**config.mk**
```make
export PLATFORM = sky130hd
export DESIGN_NAME = wb_stage
export DESIGN_NICKNAME = d
export VERILOG_FILES = /design/src/rtl/wb_stage.sv
export SDC_FILE = /design/constraint.sdc
export NUM_CORES = 1
export LEC_CHECK = 0
export ABC_AREA = 1
export BUFFER_PORTS_ARGS = -buffer_cell sky130_fd_sc_hd__buf_2
export CAP_MARGIN = 15
export CORE_ASPECT_RATIO = 1.2
export CORE_MARGIN = 10
export CORE_UTILIZATION = 45
export CTS_BUF_LIST = sky130_fd_sc_hd__clkbuf_8
export DETAILED_ROUTE_END_ITERATION = 8
export PLACE_DENSITY = 0.78
export SYNTH_ARGS = -nofsm -noshare
export SYNTH_HDL_FRONTEND = slang
export SYNTH_SLANG_ARGS = --single-unit
export TNS_END_PERCENT = 20
```
**constraint.sdc**
```tcl
create_clock -name clk -period 2.2 [get_ports clk]
set_input_delay 0.44 -clock clk [delete_from_list [all_inputs] [get_ports clk]]
set_output_delay 0.44 -clock clk [all_outputs]
set_load 0.05 [all_outputs]
```
**src/rtl/wb_stage.sv**
```systemverilog
// ============================================================================
// Module   : wb_stage
// Purpose  : Write-back pipeline stage. Captures a retiring instruction from
//            MEM, waits for load data when the memory is slow, then presents
//            a one-cycle register-file write strobe with index and data.
//            All write-side outputs come straight from flops, so they are
//            stable across the falling edge used by the register file.
// Ports    : clk, rst (async, active-high)
//            valid_in, freeze, wb_en_in, mem_r_en_in, alu_result_in[31:0],
//            dest_in[3:0]                     - instruction from MEM stage
//            mem_rdata[31:0], mem_ready       - data memory read return
//            stall                            - hold upstream (WAIT_MEM)
//            writeBackEn, Dest_wb[3:0], Result_WB[31:0] - register write
//            fwd_valid, fwd_dest[3:0], fwd_value[31:0]  - only with WB_FWD_EN
// Config   : `define WB_FWD_EN adds a one-cycle registered copy of each
//            retired write for forwarding.
// Revision : 1.0 - initial release
// ============================================================================
`default_nettype none

module wb_stage (
   input  logic        clk,
   input  logic        rst,
   input  logic        valid_in,
   input  logic        freeze,
   input  logic        wb_en_in,
   input  logic        mem_r_en_in,
   input  logic [31:0] alu_result_in,
   input  logic [3:0]  dest_in,
   input  logic [31:0] mem_rdata,
   input  logic        mem_ready,
   output logic        stall,
   output logic        writeBackEn,
   output logic [3:0]  Dest_wb,
   output logic [31:0] Result_WB
`ifdef WB_FWD_EN
   ,
   output logic        fwd_valid,
   output logic [3:0]  fwd_dest,
   output logic [31:0] fwd_value
`endif
);

   typedef enum logic [1:0] {
      S_IDLE     = 2'd0,
      S_WAIT_MEM = 2'd1,
      S_WRITE    = 2'd2
   } state_t;

   state_t      state;

   // Captured instruction fields, needed while waiting for load data.
   logic        wb_en_q;
   logic        load_q;
   logic [31:0] alu_q;
   logic [3:0]  dest_q;

   logic        capture;

   // WAIT_MEM ignores valid_in/freeze entirely.
   assign capture = (state != S_WAIT_MEM) && valid_in && !freeze;
   assign stall   = (state == S_WAIT_MEM);

   always_ff @(posedge clk or posedge rst) begin
      if (rst) begin
         state       <= S_IDLE;
         wb_en_q     <= 1'b0;
         load_q      <= 1'b0;
         alu_q       <= 32'd0;
         dest_q      <= 4'd0;
         writeBackEn <= 1'b0;
         Dest_wb     <= 4'd0;
         Result_WB   <= 32'd0;
      end else begin
         // Strobe is a single-cycle pulse; only a transition into WRITE sets it.
         writeBackEn <= 1'b0;
         case (state)
            S_IDLE, S_WRITE: begin
               if (capture) begin
                  wb_en_q <= wb_en_in;
                  load_q  <= mem_r_en_in;
                  alu_q   <= alu_result_in;
                  dest_q  <= dest_in;
                  if (!mem_r_en_in) begin
                     state       <= S_WRITE;
                     writeBackEn <= wb_en_in;
                     Dest_wb     <= dest_in;
                     Result_WB   <= alu_result_in;
                  end else if (mem_ready) begin
                     // Result_WB doubles as the load-data latch.
                     state       <= S_WRITE;
                     writeBackEn <= wb_en_in;
                     Dest_wb     <= dest_in;
                     Result_WB   <= mem_rdata;
                  end else begin
                     state <= S_WAIT_MEM;
                  end
               end else begin
                  state <= S_IDLE;
               end
            end
            S_WAIT_MEM: begin
               if (mem_ready) begin
                  state       <= S_WRITE;
                  writeBackEn <= wb_en_q;
                  Dest_wb     <= dest_q;
                  Result_WB   <= load_q ? mem_rdata : alu_q;
               end
            end
            default: state <= S_IDLE;
         endcase
      end
   end

`ifdef WB_FWD_EN
   // Registered copy of the write that retires on this edge.
   always_ff @(posedge clk or posedge rst) begin
      if (rst) begin
         fwd_valid <= 1'b0;
         fwd_dest  <= 4'd0;
         fwd_value <= 32'd0;
      end else begin
         fwd_valid <= (state == S_WRITE) && writeBackEn;
         if ((state == S_WRITE) && writeBackEn) begin
            fwd_dest  <= Dest_wb;
            fwd_value <= Result_WB;
         end
      end
   end
`endif

endmodule

`default_nettype wire

```
### After elaboration in Yosys (flattened, before gate mapping)

Cells that the tools add are included.

| cells by class | value |
|---|---|
| eq/ne operators | 6 |
| multiplexer cells | 21 |
| reduce and logical (&&, ||, !) cells | 8 |

Operator list:

| operator | count |
|---|---|
| $mux 32 | 5 |
| $pmux 32 s2 | 1 |
| $mux 4 | 4 |
| $mux 2 | 4 |
| $pmux 4 s2 | 1 |
| $mux 1 | 4 |
| $ne 2x2->1 const B | 2 |
| $pmux 2 s2 | 1 |
| $reduce_and 4->1 | 1 |
| $ne 3x3->1 const B | 1 |
| $eq 2x1->1 const B | 1 |
| $eq 2x2->1 const B | 1 |
| $logic_and 1x1->1 | 2 |
| $logic_not 2->1 | 1 |
| $ne 2x1->1 const B | 1 |
| $pmux 1 s2 | 1 |
| $reduce_and 2->1 | 1 |
| $reduce_bool 2->1 | 1 |
| $reduce_or 2->1 | 1 |
| $logic_not 1->1 | 1 |

| storage, ports and cells | value |
|---|---|
| flip-flop bits (word level) | 77 |
| input port bits | 75 |
| output and inout bits | 38 |
| word-level logic and storage cells | 43 |

### Longest topological paths before layout

| logic depth | value |
|---|---|
| depth after elaboration | 5 |
| mapped depth | 9 |
| gate-level depth less buffers | 7 |

### Worst setup path after synthesis

No wires, ideal clock.

| timing path | value |
|---|---|
| path type | input-to-reg |
| from | in mem_r_en_in |
| to | reg Result_WB[11] |
| setup time | 0.117 ns |
| arrival | 1.171 ns |
| required time | 2.083 ns |
| slack | 0.911 ns |
| stages | 8 |
| path buffers | 2 |
| cell sequence | buf_2 -> nand2_1 -> nand2_2 -> inv_6 -> nand2_8 -> buf_8 -> nand2_2 -> nand2_1 |

| on the way | value |
|---|---|
| cells in the longest elaborated chain, start to end | 3 |
| elaborated cells on any way between the ends | 5 |
| those cells by class | 1 x eq/ne; 3 x mux; 1 x reduce/logical |

Ends and longest elaborated chain:

| element | line | RTL |
|---|---|---|
| start, declared | 27 | `input logic mem_r_en_in,` |
| $mux 32 | 84 | `if (!mem_r_en_in) begin` |
| $mux 32 | 79 | `if (capture) begin` |
| $pmux 32 s2 | 77 | `case (state)` |
| end signal, assigned | 88 | `Result_WB <= alu_result_in;` |
| end signal, assigned | 94 | `Result_WB <= mem_rdata;` |
| end signal, assigned | 107 | `Result_WB <= load_q ? mem_rdata : alu_q;` |
| end, declared | 35 | `output logic [31:0] Result_WB` |

Several ways; a longest one is shown, not always the timed one. The select of a mux whose other input is x is not followed.
A chain may end at the register's enable or synchronous reset.

### Worst setup path after layout

| timing path | value |
|---|---|
| from | reg state[0] |
| to | out stall |

| on the way | value |
|---|---|
| cells in the longest elaborated chain, start to end | 1 |

Ends and longest elaborated chain:

| element | line | RTL |
|---|---|---|
| start, declared | 50 | `state_t state;` |
| start signal, assigned | 66 | `state <= S_IDLE;` |
| start signal, assigned | 85 | `state <= S_WRITE;` |
| start signal, assigned | 91 | `state <= S_WRITE;` |
| $eq 2x1->1 | 62 | `assign stall = (state == S_WAIT_MEM);` |
| end, declared | 32 | `output logic stall,` |

Every way passes these cells.

==> results.cfg <==
[pwr]
switching_share_pct = 42.58
power_frac_seq_pct = 41.3
p_comb_share_pct = 37.0
p_clk_share_pct = 21.7
p_int_mw = 2.585
ir_drop_mv = 0.4288
power_leakage_nw = 3.151
report.power.total_mw = 4.501
p_sw_mw = 1.917
power_density_nw_per_um2 = 867.5

[sta]
finalHoldViolCount = 0
slew_viol_final = 0
tightest_slew_ns = 0.6649
clock.fmax_ghz = 0.5752
clock_skew_ns = 0.008604
period_minus_slack_ns = 1.739
post-route-period-util_pct = 79.03
grt_setup_unrepaired = no
final.setup.tns_ns = 0
whs_ns = 0.1715
slew_headroom_pct = 55.67
worst_slack_ns = 0.4613
setup_viol = 0

[synthesis]
synth_compound_area_share_pct = 5.011
synthesis.area_um2 = 4444
yosys.area_share.simple_pct = 39.33
synth.most_common_cell = nand2_1
netlist.area_leader.share_pct = 43.36
ys_ff_latch = 77
synth_mux_area_share_pct = 0
synthArstFlopShare_pct = 100.0
synthesis.nets = 729
synthXorXnorAreaFrac_pct = 0
yosysUniqueCellTypes = 20
synth_top_family_by_area = simple AND/OR/NAND/NOR gates
synth_top_area_cell = dfrtp_1
synthAdderAreaFrac_pct = 0
synth_area_leaders = dfrtp_1 (43%), nand2_1 (27%), nand3_1 (7.9%)
yosysWarnings = 0
synth-main-ff-cell = dfrtp_1
synth.yosys.seq_area_share_pct = 43.36
syn_inst = 654
synth_enable_flop_cells = 0
avgSynthCellArea_um2 = 6.796
synth_common_cells = nand2_1 (320), dfrtp_1 (77), inv_1 (76)

[clock_network]
htreeDepth = 3
postCtsSetupBuffers = 0
cts.reportedPaths.clkPinSlew_ns = 0.08
cts_resized = 0
cts_made_buffers = 9
clkLatencyLatePin_ns = 0.37
cts.sinks = 77
clockBufferDepth = 2
hold_buffers = 0
cts_tree = built
root_buffer = clkbuf_8

[place]
place_congestion = 0.8462
place_inst = 861
place_area_um2 = 5017
numPortBuffers = 112
dp_slack_ns = 0.4667
dp_hpwl_um = 8595

[setup_path]
path_class = register to output port
critical_path.cell_chain = inv_2 -> nor2_4 -> buf_2
cp_max_fo = 3
path_delay_family = flip-flops
start_kind = register
slowest_stage = dfrtp_1
cpPeakStageDelay_ns = 0.43
startpoint = state[0]
critPathCapture = stall
worstPathArrival_ns = 1.30
rr_worst_depth = 6
ff2ff_setup_slack_ns = 0.58
required_ns = 1.76
worstSetupPathDepth = 3
endpoint_kind = output port
rr_startpoint = state[0]
cp_num_buf_inv = 2
r2r_end = writeBackEn

[flow_run]
cap_violations = 0

[floorplanning]
initial_core_util_pct = 46.47
dieArea_um2 = 14270
coreArea_um2 = 9564
die_y_um = 128.9
pin_count = 113
fp-row-count = 39
die_w_um = 110.7

[finish]
utilization_pct = 54.25
syn_to_final_growth_pct = 16.75
diodes = 0
final_cell_area_um2 = 5189
fin_nets = 824
finalNonFillerCells = 877
drive_above_1_share_pct = 21.75
nFillCells = 973

[detailed_routing]
drt_iter0_markers = 282
dr_total_vias = 4372
viasPerCell = 4.985
drc = 0
wl_per_cell_um = 14.51
first_pass_iters = 5
ant_nets = 0
routed_wl_um = 12730

[global_route]
grt_pass1_vias = 4304
grt_max_degree = 78
antenna_found_initial = 0
grt-ovfl-total = 0
gr-usage-all-layers_pct = 17.85
grt_pass1_wl_um = 21240

[status]
status = finished, final reports clean

[hold_path]
min_path_type = primary input to async pin
-- power by group through the flow --
stage	registers, mW	clock network, mW	logic [mW]
floorplan	2.45	0	0.665
global placement	1.88	0	1.64
detailed placement	1.88	0	1.68
CTS	1.86	0.991	1.68
global route	1.89	1.05	1.82
finish	1.86	0.978	1.67
-- layout make-up --
| class | instances | area, um2 | area share, % |
|---|---|---|---|
| clock inverters | 5 | 20.02 | 0.3858 |
| multi-input cells | 460 | 1971 | 37.98 |
| repair buffers | 122 | 660.6 | 12.73 |
| well taps | 123 | 153.9 | 2.966 |
| flip-flops and latches | 77 | 1927 | 37.14 |
| inverters | 79 | 305.3 | 5.884 |
| clock buffers | 11 | 151.4 | 2.918 |
-- cells in the final DEF (no fill, tap or decap), drive strengths merged --
master and instances:
nand3 70, o31ai 1, buf 122, nand2 344
clkinv 1, clkinvlp 1, nor2 2, dfrtp 77
o21ai 43, clkbuf 11, inv 82
-- cell families (layout without fill, tap and decap cells) --
| family | after synthesis | in the layout |
|---|---|---|
| buf+inv | 117 | 217 |
| compound gates | 44 | 44 |
| flops | 77 | 77 |
| simple gates | 416 | 416 |
-- flip-flops by register name, summed over array words and instances (netlist names) --
signal,count
writeBackEn,1
dest_q,4
wb_en_q,1
Result_WB,32
Dest_wb,4
alu_q,32
load_q,1
state,2
-- metal layers --
| layer | part of all wire [%] | routed length, um | global-route usage, % |
|---|---|---|---|
| met1 | 43 | 5445 | 22.23 |
| met2 | 48 | 6050 | 29.13 |
| met3 | 8.0 | 1018 | 4.556 |
| met4 | 1.7 | 213 | 6.979 |
| met5 | 0 | 0 | 0 |
-- worst register-to-register path, delay by kind of cell (launching register included) --
kind / cells / cell delay (ns)
AND/OR/NAND/NOR: 2 / 0.19
flip-flops: 1 / 0.43
buffers and inverters: 3 / 0.79
AO/OA/AOI/OAI: 1 / 0.08
-- worst min path at each step --
| stage | slack [ns] | to | start | cells after the start |
|---|---|---|---|---|
| global route | 0.22 | Result_WB[13] | rst | 3 |
| detailed placement | 0.46 | Result_WB[23] | Result_WB[23] | 2 |
| floorplan | 0.45 | alu_q[0] | alu_q[0] | 2 |
| global placement | 0.46 | Result_WB[24] | Result_WB[24] | 2 |
| CTS | 0.20 | Result_WB[13] | rst | 3 |
| finish | 0.17 | Result_WB[13] | rst | 3 |
(Power assumes the default switching activity.)
